--- config.mk ---
export PLATFORM = sky130hd
export DESIGN_NAME = axis_arbiter_rr
export DESIGN_NICKNAME = d
export VERILOG_FILES = /design/src/rtl/axis_arbiter_rr.sv
export SDC_FILE = /design/constraint.sdc
export NUM_CORES = 1
export LEC_CHECK = 0
export ABC_AREA = 1
export CORE_AREA = 2 2 80 82
export CTS_BUF_LIST = sky130_fd_sc_hd__clkbuf_4
export CTS_CLUSTER_SIZE = 40
export DETAILED_ROUTE_END_ITERATION = 6
export DIE_AREA = 0 0 82 84
export GPL_TIMING_DRIVEN = 0
export MAX_ROUTING_LAYER = met4
export PLACE_DENSITY = 0.74
export SYNTH_ARGS = -nofsm -noshare
export SYNTH_HDL_FRONTEND = slang
export SYNTH_SLANG_ARGS = --single-unit
--- constraint.sdc ---
create_clock -name aclk -period 1.87 [get_ports aclk]
set_clock_uncertainty 0.1 [all_clocks]
set_input_delay 0.561 -clock aclk [delete_from_list [all_inputs] [get_ports aclk]]
set_output_delay 0.561 -clock aclk [all_outputs]
set_load 0.02 [all_outputs]
--- src/rtl/axis_arbiter_rr.sv ---
// Packet-granular round-robin arbiter merging NSLAVES AXI-Stream inputs onto one output.
// A granted slave owns the output until its last beat (or for one beat when HAS_LAST=0).
module axis_arbiter_rr #(
    parameter int NSLAVES    = 2,
    parameter int DATA_WIDTH = 64,
    parameter bit HAS_DEST   = 1'b0,
    parameter bit HAS_ID     = 1'b0,
    parameter bit HAS_LAST   = 1'b0,
    parameter int ID_WIDTH   = 1,
    parameter int DEST_WIDTH = 1
) (
    input  logic                             aclk,
    input  logic                             aresetn,
    input  logic [NSLAVES-1:0]               s_valid,
    output logic [NSLAVES-1:0]               s_ready,
    input  logic [NSLAVES*DATA_WIDTH-1:0]    s_data,
    input  logic [NSLAVES*DEST_WIDTH-1:0]    s_dest,
    input  logic [NSLAVES*ID_WIDTH-1:0]      s_id,
    input  logic [NSLAVES-1:0]               s_last,
    output logic                             m_valid,
    input  logic                             m_ready,
    output logic [DATA_WIDTH-1:0]            m_data,
    output logic [DEST_WIDTH-1:0]            m_dest,
    output logic [ID_WIDTH-1:0]              m_id,
    output logic                             m_last
);

    localparam int GW = (NSLAVES > 1) ? $clog2(NSLAVES) : 1;

    // Disabled sideband fields leave some inputs without a reader in some configurations.
    logic unused_inputs;
    assign unused_inputs = ^{aclk, aresetn, s_dest, s_id, s_last};

    generate
        if (NSLAVES == 1) begin : g_wire
            assign m_valid    = s_valid[0];
            assign s_ready[0] = m_ready;
            assign m_data     = s_data;
            assign m_dest     = HAS_DEST ? s_dest : '0;
            assign m_id       = HAS_ID ? s_id : '0;
            assign m_last     = HAS_LAST ? s_last[0] : 1'b0;
        end else begin : g_arb
            typedef enum logic {
                IDLE,
                TRANSACTION
            } state_t;

            state_t          state, state_next;
            logic [GW-1:0]   grant, grant_next;
            logic [GW-1:0]   ptr, ptr_next;
            logic            sel_last;
            logic            found;
            int              idx;

            always_ff @(posedge aclk or negedge aresetn) begin
                if (!aresetn) begin
                    state <= IDLE;
                    grant <= '0;
                    ptr   <= '0;
                end else begin
                    state <= state_next;
                    grant <= grant_next;
                    ptr   <= ptr_next;
                end
            end

            // Sideband fields follow grant in every state; only valid/ready are gated.
            assign m_data   = s_data[int'(grant)*DATA_WIDTH +: DATA_WIDTH];
            assign m_dest   = HAS_DEST ? s_dest[int'(grant)*DEST_WIDTH +: DEST_WIDTH] : '0;
            assign m_id     = HAS_ID ? s_id[int'(grant)*ID_WIDTH +: ID_WIDTH] : '0;
            assign sel_last = s_last[grant];
            assign m_last   = HAS_LAST ? sel_last : 1'b0;

            always_comb begin
                state_next = state;
                grant_next = grant;
                ptr_next   = ptr;
                m_valid    = 1'b0;
                s_ready    = '0;
                found      = 1'b0;
                idx        = 0;
                case (state)
                    IDLE: begin
                        if (|s_valid) begin
                            state_next = TRANSACTION;
                            // Search upward from ptr, wrapping modulo NSLAVES.
                            for (int k = 0; k < NSLAVES; k++) begin
                                idx = int'(ptr) + k;
                                if (idx >= NSLAVES) idx = idx - NSLAVES;
                                if (!found && s_valid[idx]) begin
                                    found      = 1'b1;
                                    grant_next = GW'(idx);
                                end
                            end
                        end
                    end
                    TRANSACTION: begin
                        m_valid        = s_valid[grant];
                        s_ready[grant] = m_ready;
                        if (m_valid && m_ready && (!HAS_LAST || sel_last)) begin
                            state_next = IDLE;
                            ptr_next   = (grant == GW'(NSLAVES - 1)) ? '0 : grant + 1'b1;
                        end
                    end
                    default: state_next = IDLE;
                endcase
            end
        end
    endgenerate

endmodule

### Word-level counts from Yosys, hierarchy flattened

Cells that the tools add are included.

| storage, ports and cells | value |
|---|---|
| flip-flop bits (word level) | 3 |
| input port bits | 139 |
| output and inout bits | 70 |
| word-level logic and storage cells | 51 |

| cells by class | value |
|---|---|
| add/sub/neg operators | 4 |
| magnitude comparators | 6 |
| shifts and indexed selects | 1 |
| muxes and demuxes | 27 |
| bitwise operators | 2 |
| reductions and logical operators | 8 |

Operators with widths:

| cell | count |
|---|---|
| 32-bit 2-to-1 mux | 6 |
| 128-bit by 8-bit variable part select with 64-bit output | 1 |
| 32-bit by 3-bit < comparator with 1-bit output (second input constant) | 2 |
| 1-bit 2-to-1 mux | 18 |
| 1-bit logical AND | 3 |
| 3-bit AND reduction | 1 |
| 1-bit by 2-bit subtractor with 3-bit output (second input constant) | 1 |
| 2-bit by 2-bit subtractor with 3-bit output (second input constant) | 1 |
| 1-bit by 1-bit adder with 2-bit output (second input constant) | 1 |
| 2-bit AND | 1 |
| 1-bit by 2-bit >= comparator with 1-bit output (second input constant) | 1 |
| 2-bit >= comparator (second input constant) | 1 |
| 1-bit by 2-bit < comparator with 1-bit output (second input constant) | 1 |
| 2-bit 2-to-1 mux | 1 |
| 1-bit one-hot mux with 2 select lines | 1 |
| 2-bit AND reduction | 1 |
| 2-bit nonzero test | 1 |
| 2-bit OR reduction | 1 |
| 1-bit adder (second input constant) | 1 |
| 1-bit demux with 1-bit select | 1 |
| 1-bit >= comparator (second input constant) | 1 |
| 1-bit logical NOT | 1 |
| 1-bit NOT | 1 |

### Depth between registers and ports, before layout

Gate-level depths: netlist of run 1.

| logic depth | value |
|---|---|
| word-level depth | 14 |
| mapped depth | 6 |
| depth with buffers taken out | 6 |

### Worst setup path after synthesis of run 1

No wires, ideal clock.

| timing path | value |
|---|---|
| path type | register to output |
| from | reg g_arb.grant |
| to | out s_ready[1] |
| arrival time | 1106 ps |
| data required time | 1209 ps |
| slack | 103 ps |
| cell stages (with the launch flop) | 4 |
| path buffers | 1 |
| cell sequence | dfrtp_1 inv_2 buf_2 nor3_1 |

| between the ends | value |
|---|---|
| longest elaborated chain between the ends | 6 |
| elaborated cells between the ends (all ways) | 7 |
| those cells by class | 2 x order compare; 3 x mux; 1 x bitwise; 1 x reduce/logical |

RTL lines:

| item | RTL line | RTL |
|---|---|---|
| start: declaration | 49 | `logic [GW-1:0] grant, grant_next;` |
| start signal: assignment | 62 | `grant <= grant_next;` |
| 1-bit by 2-bit < comparator with 1-bit output (implied by the code) or 1-bit >= comparator (tied branches) | 99 | `s_ready[grant] = m_ready;` |
| 1-bit logical AND (implied by the code) | 99 |  |
| 1-bit 2-to-1 mux (implied by the code) | 99 |  |
| 1-bit demux with 1-bit select * | 99 |  |
| 2-bit AND (no line) * | -- |  |
| 2-bit 2-to-1 mux * | 82 | `case (state)` |
| end: declaration | 15 | `output logic [NSLAVES-1:0] s_ready,` |

Mark *: on every way between the ends. The rest lies on a longest branch, timed or not.

### Worst setup path after layout of run 1

| timing path | value |
|---|---|
| from | reg g_arb.grant |
| to | out m_data[21] |

| between the ends | value |
|---|---|
| longest elaborated chain between the ends | 1 |

RTL lines:

| item | RTL line | RTL |
|---|---|---|
| 128-bit by 8-bit variable part select with 64-bit output | 68 | `assign m_data = s_data[int'(grant)*DATA_WIDTH +: DATA_WIDTH];` |
| end: declaration | 22 | `output logic [DATA_WIDTH-1:0] m_data,` |

Every way passes these cells.

==> results of run 1 <==
## registers in the layout (all words and copies together), names as in the netlist
name	count
g_arb.grant	1
g_arb.ptr	1
g_arb.state	1
## power groups by stage
stage	combinational (mW)	clock, mW	sequential, mW
finish	4.75	0.134	0.128
global route	5.04	0.141	0.132
CTS	3.73	0.138	0.117
detailed placement	3.29	0	0.118
global placement	3.25	0	0.117
floorplan	1.66	0	0.113
## logic make-up (layout without fill, tap and decap cells)
family / Yosys count / in the layout / synth area share [%]
simple gates: 205 / 205 / 78.5
buf+inv: 21 / 236 / 11.7
compound gates: 3 / 3 / 1.77
flops: 3 / 3 / 7.58
other cells: 1 / 3 / 0.378
## worst max-delay path: cells and delay by family, from the launching register on
family / cells / cell delay (ns)
buf+inv: 3 / 0.54
flops: 1 / 0.42
simple gates: 2 / 0.14
## repair_timing
item,4_1_cts,5_1_grt
setup endpoints to repair,67,67
gates cloned,4,4
pin swaps,7,45
gates resized for setup,419,199
hold endpoints to repair,0,0
buffers inserted,4,0
## final timing paths
path	start	endpoint	slack, ns	cells after the start
setup / recovery	g_arb.grant	m_data[21]	-0.12	5
hold / removal	aresetn	g_arb.ptr	0.40	1
setup reg to reg	g_arb.grant	g_arb.state	0.69	5
hold reg to reg	g_arb.ptr	g_arb.ptr	0.40	2
max in group asynchronous	aresetn	g_arb.grant	1.11	1
min in group aclk	g_arb.ptr	g_arb.ptr	0.40	2
## area by class of cell
| cell class | instances | area (sq um) |
|---|---|---|
| Inverter | 4 | 20.0 |
| Multi-Input combinational cell | 211 | 1240 |
| Tap cell | 77 | 96.3 |
| Clock buffer | 4 | 30.0 |
| Timing Repair Buffer | 211 | 2320 |
| Sequential cell | 3 | 76.3 |
| Fill cell | 507 | 2110 |
| Buffer | 17 | 204 |
## synth_stat cells (all sizes together)
library cell	instances	share of area [%]
a21oi	1	0.50
and2	1	0.63
buf	14	9.1
clkbuf	3	1.1
conb	1	0.38
dfrtp	3	7.6
inv	4	1.5
nand2	199	75
nand3	1	0.50
nand4	1	0.63
nor2	1	0.38
nor3	2	1.0
o211ai	1	0.76
o21ai	1	0.50
## through the flow
stage                     setup TNS, ns  total power [mW]  cells  hold slack, ns  instance area (sq um)
after floorplan                       0              1.78    235           0.165                    998
after global placement           -35.84              3.37    511           0.368                   3090
after detailed placement         -36.29              3.40    511           0.382                   3090
after CTS                         -6.23              3.98    523           0.390                   3290
after global routing              -9.84              5.32    527           0.407                   3980
final                             -6.56              5.01    527           0.402                   3980
## routing by layer
| metal | GRT usage [%] | part of all wire (%) |
|---|---|---|
| met4 | 7.42 | 2.6 |
| met2 | 30.7 | 53 |
| met5 | - | 0 |
| met1 | 16.8 | 34 |
| met3 | 3.68 | 10 |
==> results by group, run 1 <==
Die
  • Die Area: around 6900 sq um
  • Io pins: 209
  • Core Region: ~6100 sq um
  • Starting Density: between 10% and 20%
  • DIE HEIGHT: between 80 and 90 microns
  • Die span in x: between 80 and 90 microns
  • Row count: 29

Place
  • Post-DP HPWL: approximately 4.8 mm
  • Port bufs: approximately 200
  • GPL Wtd Cong: approximately 0.75
  • Placement Setup Slack: -0.802 ns

Layout
  • Fraction of layout cells with a size suffix above 1: a little under half
  • Ant diodes: 0
  • Core Util, Final: about two thirds
  • Most frequent cells in the layout: 103 x clkdlybuf4s50_1, 93 x nand2_1, 77 x nand2_2
  • Commonest non-fill, non-tap cell in the layout: clkdlybuf4s50_1
  • Final nets: between 500 and 600
  • Synth-to-layout area growth: 302%

Clocking
  • Cts hold-fix bufs: 0
  • Clk sinks: 3
  • CTS root buf: clkbuf_4
  • TritonCTS buffer count: 3
  • Htree depth: 1
  • Clk Latency, worst-skew pair: around 0.24 ns
  • CTS max path bufs: 2
  • CTS clk-pin slew, worst paths: roughly 0.040 ns
  • CTS tree: yes

Global route
  • GRT Residual Overflow: 0
  • All-Layer GR Usage: 16.9%
  • Number of global-route vias before repair: between 2000 and 2500
  • First-pass GRT wire length: 9.03 mm
  • Initial antenna violation count: 0
  • Largest net degree at the start of global routing: 11

Critical path
  • Critical path's slowest cell: dfrtp_2
  • Worst setup path category: reg2out
  • Startpoint Class: flop
  • Worst-path maximum fanout: 6
  • Critical Path Max Stage Delay: between 0.4 and 0.5 ns
  • CP required: ~1.2 ns
  • Cell Chain, Critical Path: clkinv_4, bufbuf_16, nand2_1, nand2_2, buf_6
  • Data arrival time of the critical path: 1.33 ns
  • Crit end category: primary output

Routing
  • Remaining antenna violation count after routing: 0
  • Via density per instance: 4.34
  • Vias: ~2300
  • Starting DRT DRC Count: 23
  • Pre-Repair DR Iteration Count: 4
  • Wire length per cell: 13.7 microns
  • Drt drc: 0
  • DRT Wirelength: around 7.2 mm

Power
  • Sw Pwr: ~2.4 mW
  • Leakage: 2.16 nW
  • Worst VDD drop: a little over 800 uV
  • Power density over cell area: roughly 1300 nW/um^2
  • Internal Power: around 2.6 mW
  • Sw frac: 48.6%
  • Reg power frac: around 2.6%
  • Clock Power Share: around 2.7%
  • Gate power share: 94.8%

Status
  • Outcome: finished with violations
  • Failing checks: negative setup slack

Synth
  • Avg Inst Size Synth: roughly 4.3 sq um
  • Register area share after synthesis: under 10%
  • Syn Inst Count: ~230
  • Synthesized area: between 900 and 1000 sq um
  • Synthesis Warnings: 0
  • Seq cells post-synth: 3
  • Library cells used by synthesis: 16

STA
  • Final setup margin: -0.124 ns
  • Tcrit/Tclk final: 107%
  • RSZ-0062 raised after global routing: yes
  • Final Max Slew Viols: 0
  • Final Hold Vio Count: 0
  • Final min period: around 2.0 ns
  • Fmax: about 0.5 GHz
  • Final setup violation count: 65

Flow run
  • Maxcap violations: 0

Worst hold path
  • Hold WC Path Type: in2async
Note: power is estimated with default switching activity, not from simulation.
==> run 2, diff against run 1 <==
- CAP_MARGIN: default -> 0
- CORE_AREA: 2 2 80 82 -> 2 2 81 83
- DIE_AREA: 0 0 82 84 -> 0 0 83 85
- DONT_BUFFER_PORTS: default -> 1
- PLACE_DENSITY: 0.74 -> default
- REMOVE_ABC_BUFFERS: default -> 1
==> run 2 against run 1 <==
Net effect: the run still ends with negative setup slack left; routed wire length decreased by 20%; die area increased by 2.4%; worst setup slack improved by 0.028 ns; clock power decreased by 7%; sequential share of layout area increased by 1.9 points; flip-flop and latch count unchanged; core utilization decreased by 32 points; worst hold slack got worse by 0.021 ns; critical path depth decreased by 1; design area decreased by 48%; non-clock buffer count decreased by 215; critical path type unchanged; critical endpoint is now m_valid.
==> results by group, run 2 (synthesis gave the netlist of run 1 again) <==
Status
  • Outcome: finished with violations
  • Failing checks: negative setup slack

Layout
  • Sequential Area: 78.8 sq um (+3.3%)
  • Commonest non-fill, non-tap cell in the layout: nand2_2
  • Core Util, Final: 33.4% (-32 points)
  • FILL cells: 662 (+31%)
  • Final nets: 383 (-35%)
  • Final Cell Area: 2070 sq um (-48%)
  • Synth-to-layout area growth: 109%
  • Non-filler instance count after layout: 320 (-39%)
  • Area occupied by multi-input gates: 1450 sq um (+17%)
  • Most frequent cells in the layout: 75 x nand2_2, 71 x nand2_1, 50 x nand2_4
  • Ant diodes: 0 (unchanged)
  • Fraction of layout cells with a size suffix above 1: 64.6% (+17 points)
  • Biggest regs: g_arb.grant x1, g_arb.ptr x1, g_arb.state x1

Place
  • Placed instance count: 296 (-42%)
  • Placed cell areas: 1020 sq um (-67%)
  • GPL Wtd Cong: 0.755 (+1.1%)
  • Placement Setup Slack: -1.01 ns (-0.209 ns)
  • Post-DP HPWL: 2.92 mm (-39%)
  • Port bufs: 0 (-100%)

Critical path
  • Data arrival time of the critical path: 1.31 ns (-0.02 ns)
  • WP buf/inv: 2 (-1)
  • Startpoint Class: flop
  • CP required: 1.21 ns (about the same)
  • CP delay by family, top: flip-flops
  • Worst setup path category: reg2out
  • Worst-path maximum fanout: 5 (-1)
  • Critical path's slowest cell: dfrtp_4
  • Critical Path Max Stage Delay: 0.54 ns (+0.12 ns)
  • Cell Chain, Critical Path: buf_16, inv_16, nand2_4, a21oi_4
  • Crit end category: primary output

Clocking
  • CTS root buf: clkbuf_4
  • TritonCTS buffer count: 3 (unchanged)
  • Clk Latency, worst-skew pair: 0.23 ns (about the same)
  • CTS clk-pin slew, worst paths: 0.03 ns (about the same)
  • CTS tree: yes
  • CTS max path bufs: 2 (unchanged)
  • Htree depth: 1 (unchanged)
  • Clk sinks: 3 (unchanged)

Global route
  • All-Layer GR Usage: 15.2% (-1.7 points)
  • First-pass GRT wire length: 8.04 mm (-11%)
  • Initial antenna violation count: 0 (unchanged)
  • Number of global-route vias before repair: 1509 (-25%)
  • GRT Residual Overflow: 0 (unchanged)
  • Largest net degree at the start of global routing: 19 (+8)

Power
  • Worst VDD drop: 818 uV (+0.97%)
  • Leakage: 1.04 nW (-52%)
  • Power density over cell area: 1850 nW/um^2 (+47%)
  • Total power: 3.83 mW (-24%)

Routing
  • DRT Wirelength: 5.80 mm (-20%)
  • Drt drc: 0 (unchanged)
  • Vias: 1536 (-33%)
  • Remaining antenna violation count after routing: 0 (unchanged)
  • Wire length per cell: 18.1 microns (+32%)
  • Pre-Repair DR Iteration Count: 4 (unchanged)
  • Via density per instance: 4.80 (+11%)
  • Starting DRT DRC Count: 20 (-13%)

Die
  • Row count: 29 (unchanged)
  • DIE HEIGHT: 85 microns (+1.2%)
  • Die span in x: 83 microns (+1.2%)
  • Io pins: 209 (unchanged)
  • Core Region: 6200 sq um (+1.8%)
  • Die Area: 7060 sq um (+2.4%)
  • Starting Density: 16.0% (-0.29 points)

STA
  • Worst hold margin: 0.381 ns (-0.0209 ns)
  • Final setup margin: -0.0964 ns (+0.0278 ns)
  • Final min period: 1.97 ns (-0.0278 ns)
  • Setup TNS: -3.57 ns (+2.98 ns)
  • Fmax: 0.509 GHz (+1.4%)
  • Tcrit/Tclk final: 105% (-1.5 points)
  • RSZ-0062 raised after global routing: yes
  • Final setup violation count: 67 (+3.1%)
  • Final Hold Vio Count: 0 (unchanged)
  • Final Max Slew Viols: 0 (unchanged)

Flow run
  • Maxcap violations: 0 (unchanged)

Worst hold path
  • Hold WC Path Type: reg2reg
==> run 2: changes by cell type in the layout (fill, tap and decap cells not counted), sizes merged <==
cell / change
buf: -78
bufbuf: -1
clkbuf: -8
clkdlybuf4s50: -103
dlygate4sd2: -2
dlygate4sd3: +1
dlymetal6s2s: -24
inv: +8
==> run 2: where the power goes <==
part	internal [mW]	switching, mW	total (mW)
Sequential	0.0999	0.0513	0.151
Combinational	1.13	2.42	3.55
Clock	0.0942	0.0306	0.125
==> run 2: path summary, 6_finish.rpt <==
check,startpoint,endpoint,slack (ns),cells after the start
setup / recovery,g_arb.grant,m_valid,-0.1,4
hold / removal,g_arb.ptr,g_arb.ptr,0.38,2
setup reg to reg,g_arb.grant,g_arb.grant,0.49,5
hold reg to reg,g_arb.ptr,g_arb.ptr,0.38,2
max in group asynchronous,aresetn,g_arb.grant,1.03,1
min in group asynchronous,aresetn,g_arb.state,0.48,1
==> run 2: layout make-up <==
type,count,area share [%]
repair buffers,13,11.8
inverters,4,1.51
multi-input cells,211,70.1
clock buffers,4,1.45
flip-flops and latches,3,3.80
repair inverters,8,6.70
well taps,77,4.65
==> run 2: timing repair <==
| action | 4_1_cts | 5_1_grt |
|---|---|---|
| cloned | 12 | 0 |
| buffers inserted | 5 | 2 |
| hold endpoints to repair | 3 | 0 |
| pin swaps | 32 | 25 |
| hold buffers | 1 | 0 |
| endpoints found under the setup margin | 69 | 67 |
| resized for setup | 178 | 46 |
==> run 2: worst register-to-register path: stages, from the launching register on <==
cell     delay [ns]
dfrtp_4        0.54
buf_6          0.17
buf_16         0.15
buf_4          0.14
o21ai_0        0.08
nand2_1        0.08
==> run 2: metal layers <==
metal	wire, microns	GRT usage [%]	vias up
met5	0	-	-
met4	124	5.96	0
met3	335	1.36	10
met2	3240	29.3	112
met1	2100	15.9	702
li1	-	-	712
